--- config.mk ---
export PLATFORM = sky130hd
export DESIGN_NAME = cpu_controller
export DESIGN_NICKNAME = d
export VERILOG_FILES = /design/src/rtl/cpu_controller.sv
export SDC_FILE = /design/constraint.sdc
export NUM_CORES = 1
export LEC_CHECK = 0
export BUFFER_PORTS_ARGS = -buffer_cell sky130_fd_sc_hd__buf_2
export CORE_MARGIN = 5
export CORE_UTILIZATION = 55
export CTS_BUF_LIST = sky130_fd_sc_hd__clkbuf_2 sky130_fd_sc_hd__clkbuf_4 sky130_fd_sc_hd__clkbuf_8
export DETAILED_ROUTE_END_ITERATION = 6
export PLACE_DENSITY = 0.83
export SLEW_MARGIN = 40
export SYNTH_ARGS = -nofsm -noshare
export SYNTH_HDL_FRONTEND = slang
export SYNTH_SLANG_ARGS = --single-unit
--- constraint.sdc ---
create_clock -name clk -period 2.9 [get_ports clk]
set_clock_uncertainty 0.2 [all_clocks]
set_input_delay 0.87 -clock clk [delete_from_list [all_inputs] [get_ports clk]]
set_output_delay 0.87 -clock clk [all_outputs]
set_load 0.03 [all_outputs]
--- src/rtl/cpu_controller.sv ---
// Instruction sequencer for the register-file/ALU datapath: one instruction per s strobe.
// Outputs are registered from the next state, so each strobe is glitch-free for its whole state.
module cpu_controller (
    input  logic       clk,
    input  logic       reset,
    input  logic       s,
    input  logic [2:0] opcode,
    input  logic [1:0] op,
    output logic       w,
    output logic [2:0] nsel,
    output logic       loada,
    output logic       loadb,
    output logic       asel,
    output logic       bsel,
    output logic       loadc,
    output logic       loads,
    output logic [3:0] vsel,
    output logic       write,
    output logic       illegal
);

    typedef enum logic [2:0] {
        WAIT      = 3'd0,
        DECODE    = 3'd1,
        WRITE_IMM = 3'd2,
        GET_A     = 3'd3,
        GET_B     = 3'd4,
        ALU       = 3'd5,
        WRITE_REG = 3'd6
    } state_t;

    state_t     state, nxt;
    logic [4:0] instr;
    logic       legal, is_cmp, asel_alu;

    assign instr    = {opcode, op};
    assign is_cmp   = (instr == 5'b101_01);
    // MOV reg and MVN pass B straight through, so A is forced to zero
    assign asel_alu = (opcode == 3'b110) || (instr == 5'b101_11);

    always_comb begin
        legal = 1'b0;
        case (instr)
            5'b110_10, 5'b110_00, 5'b101_11,
            5'b101_00, 5'b101_01, 5'b101_10: legal = 1'b1;
            default:                         legal = 1'b0;
        endcase
    end

    always_comb begin
        nxt = WAIT;
        case (state)
            WAIT:      nxt = s ? DECODE : WAIT;
            DECODE: begin
                case (instr)
                    5'b110_10:                       nxt = WRITE_IMM;
                    5'b110_00, 5'b101_11:            nxt = GET_B;
                    5'b101_00, 5'b101_01, 5'b101_10: nxt = GET_A;
                    default:                         nxt = WAIT;
                endcase
            end
            WRITE_IMM: nxt = WAIT;
            GET_A:     nxt = GET_B;
            GET_B:     nxt = ALU;
            ALU:       nxt = is_cmp ? WAIT : WRITE_REG;
            WRITE_REG: nxt = WAIT;
            default:   nxt = WAIT;
        endcase
    end

    // illegal for DECODE is computed as s is sampled, so the instruction must be valid then
    always_ff @(posedge clk or posedge reset) begin
        if (reset) begin
            state   <= WAIT;
            w       <= 1'b1;
            nsel    <= 3'b000;
            loada   <= 1'b0;
            loadb   <= 1'b0;
            asel    <= 1'b0;
            bsel    <= 1'b0;
            loadc   <= 1'b0;
            loads   <= 1'b0;
            vsel    <= 4'b0000;
            write   <= 1'b0;
            illegal <= 1'b0;
        end else begin
            state   <= nxt;
            w       <= (nxt == WAIT);
            nsel    <= (nxt == WRITE_IMM || nxt == GET_A) ? 3'b100 :
                       (nxt == GET_B)                     ? 3'b001 :
                       (nxt == WRITE_REG)                 ? 3'b010 : 3'b000;
            loada   <= (nxt == GET_A);
            loadb   <= (nxt == GET_B);
            asel    <= (nxt == ALU) && asel_alu;
            bsel    <= 1'b0;
            loadc   <= (nxt == ALU) && !is_cmp;
            loads   <= (nxt == ALU) && is_cmp;
            vsel    <= (nxt == WRITE_IMM) ? 4'b0100 :
                       (nxt == WRITE_REG) ? 4'b0001 : 4'b0000;
            write   <= (nxt == WRITE_IMM) || (nxt == WRITE_REG);
            illegal <= (nxt == DECODE) && !legal;
        end
    end

endmodule

==> results.tsv <==
stage	metric	value	unit
yosys	dominant synthesized flop cell	dfrtp_1	
pwr	pwr/cell area	893.8	nW/um2
pwr	register share of total power	40.7	%
worst_setup_path	CP Max Fanout	1	
pwr	peak supply drop	447.4	uV
timing	max-slew violation count	0	
clocking	Max H-tree Level	1	
clocking	Clock Latency Late Sink	290	ps
global_route	initial antenna violation count	0	
finish	biggest regs	nsel x3, state x3, vsel x2	
yosys	Syn Area/Cell	11.63	um2
clocking	CTS Buf Count	3	
worst_setup_path	CP bufs+invs	1	
clocking	CTS tree	done	
placement	Cell Area, Placed	859.6	um2
pwr	Leakage	0.0004648	uW
finish	area delta synth->final	18.54	%
yosys	number of synthesized register bits	16	
worst_setup_path	Worst path max stage delay	530	ps
yosys	ys async rst share	100.0	%
yosys	Syn Std Cell Area	755.7	um2
detailed_routing	drt initial violations	12	
pwr	combinational power share	41.1	%
finish	share of layout cells above drive strength 1	42.05	%
yosys	most frequent cell after synthesis	dfrtp_1	
detailed_routing	Antenna Nets Post-Route	0	
clocking	Clock Pin Slew Worst Setup and Hold Paths	90	ps
finish	Final nets	97	
pwr	Sw Pwr	338.5	uW
status	status	complete, but fails checks	
detailed_routing	Via Count	581	
global_route	GRT Overall Usage	16.13	%
finish	fillers	105	
global_route	pin count of the biggest net entering global routing	17	
clocking	maximum clock path buffer count	2	
yosys	Seq/Total Area, Yosys	53.15	%
die	die area	2216	um2
timing	crit share post-route	71.52	%
timing	# setup viols final	0	
worst_setup_path	CP Capture Type	output port	
die	IO Pins	24	
timing	Setup TNS	0	ps
yosys	synth unique cells	30	
timing	max_slew headroom	61.07	%
status	failing checks	DRC	
worst_setup_path	CP top delay family	flip-flops	
worst_setup_path	slowest cell on the critical path	dfstp_2	
pwr	switch share	42.27	%
clocking	Post-CTS Setup Bufs	0	
global_route	number of global-route vias before repair	552	
die	Die Wd	47.07	um
timing	RSZ-0062 raised after global routing	no	
timing	Final Critical Period	2074	ps
worst_setup_path	Critical Path RT	1830	ps
hold_path	worst hold path type	reg -> reg	
pwr	Int Pwr	462.2	uW
worst_setup_path	CP cell instances	buf_2	
worst_setup_path	Crit Path Class	reg -> out	
detailed_routing	WL final	1504	um
worst_setup_path	Critical Path Start Type	flop	
yosys	share of the synthesized area in the top cell type	49.67	%
clocking	CTS root buf	clkbuf_4	
yosys	synth warn	0	
placement	Final GP Congestion	0.7436	
finish	fin area	895.9	um2
clocking	post-CTS resize count	0	
timing	f_max	482.1	MHz
die	initial core utilization	58.08	%
clocking	# hold bufs at CTS	0	
detailed_routing	TritonRoute pass-1 iters	6	
timing	Worst Max-Slew Pin Slew	583.3	ps
clocking	clock sinks	16	
yosys	top cells by count, synth	dfrtp_1 (15), nand2_1 (5), a21oi_1 (4), inv_1 (4)	
die	total core area	1301	um2
finish	ANT cells	0	
placement	post-DP HPWL	1105	um
detailed_routing	DRC	1	
pwr	Clock power frac	18.2	%
detailed_routing	wire per inst	14.60	um
worst_setup_path	critical path arrival	1000	ps
flow_run	max cap viols	0	
global_route	total grt overflow	0	
die	std cell rows	13	
yosys	largest area contributor in the netlist	dfrtp_1	
yosys	Mapped Cells	65	
detailed_routing	Vias/cell	5.641	
timing	Final Hold Fails	0	
placement	port bufs	20	
die	die outline height	47.07	um
yosys	dominant cells by area after synthesis	dfrtp_1 (50%), nor3_2 (4.0%), nor4bb_1 (4.0%)	
global_route	first-pass GRT wire length	2477	um
yosys	EDFF count, synth	0	
-- kinds of logic after synthesis --
| family | count (synthesis) | share of synthesized area [%] |
|---|---|---|
| AND/OR/NAND/NOR | 26 | 24.83 |
| flip-flops | 16 | 53.15 |
| AO/OA/AOI/OAI | 14 | 16.06 |
| buffers and inverters | 8 | 5.462 |
| other | 1 | 0.4962 |
-- layout by cell type, fill, tap and decap left out, drive strengths merged, types with 2 or more instances in the layout --
master / count
a211oi: 3
a21oi: 5
buf: 20
clkbuf: 4
conb: 3
dfrtp: 15
inv: 5
nand2: 5
nor2: 3
nor3: 5
nor3b: 2
nor4bb: 3
o21ai: 3
or2b: 2
-- worst register-to-register path, cell delays in order, from the launching register on --
cell     delay (ps)
dfrtp_1         450
nor3b_2         320
nand2_1         110
o21ai_1         330
nor3_2           80
-- area by class of cell --
class / count / area, um2 / share of cell area (%)
Inverter: 5 / 18.77 / 2.095
Multi-Input combinational cell: 43 / 320.3 / 35.75
Timing Repair Buffer: 20 / 100.1 / 11.17
Tap cell: 15 / 18.77 / 2.095
Sequential cell: 16 / 401.6 / 44.83
Clock buffer: 4 / 36.28 / 4.050
-- stage by stage --
step / std cells / setup slack (ps) / total power, uW / util (%) / hold slack (ps)
2_1_floorplan: 67 / 947.6 / 571.9 / - / 292.9
3_3_place_gp: 99 / 720.3 / 642.2 / 66.06 / 345.2
3_5_place_dp: 99 / 715.7 / 655.1 / 66.06 / 350.5
4_1_cts: 103 / 824.0 / 802.7 / 68.85 / 374.0
5_1_grt: 103 / 797.0 / 838.8 / 68.85 / 395.0
6_report: 103 / 825.9 / 800.7 / 68.85 / 387.9
-- routing by layer --
metal  global-route usage [%]  vias to the layer above  wire length, um
met3                    1.533                        6               88
met2                    28.18                       19              763
met4                    10.50                        0               61
met1                    18.60                      284              590
met5                        0                        -                0
li1                         -                      272                -
-- worst paths after layout --
path	depth (start not counted)	startpoint	end	slack [ps]
setup / recovery	1	w	w	830
hold reg to reg	1	state[2]	nsel[2]	390
hold / removal	1	state[2]	nsel[2]	390
setup reg to reg	4	state[2]	vsel[2]	1290
max in group asynchronous	2	reset	vsel[0]	1690
min in group asynchronous	2	reset	loadc	430
-- power by group through the flow --
stage	clock [uW]	combinational [uW]	sequential [uW]
final	146	329	326
after detailed placement	0	327	328
after CTS	146	331	326
after global routing	152	353	334
after floorplan	0	165	407
after global placement	0	321	321
(Power assumes the default switching activity.)
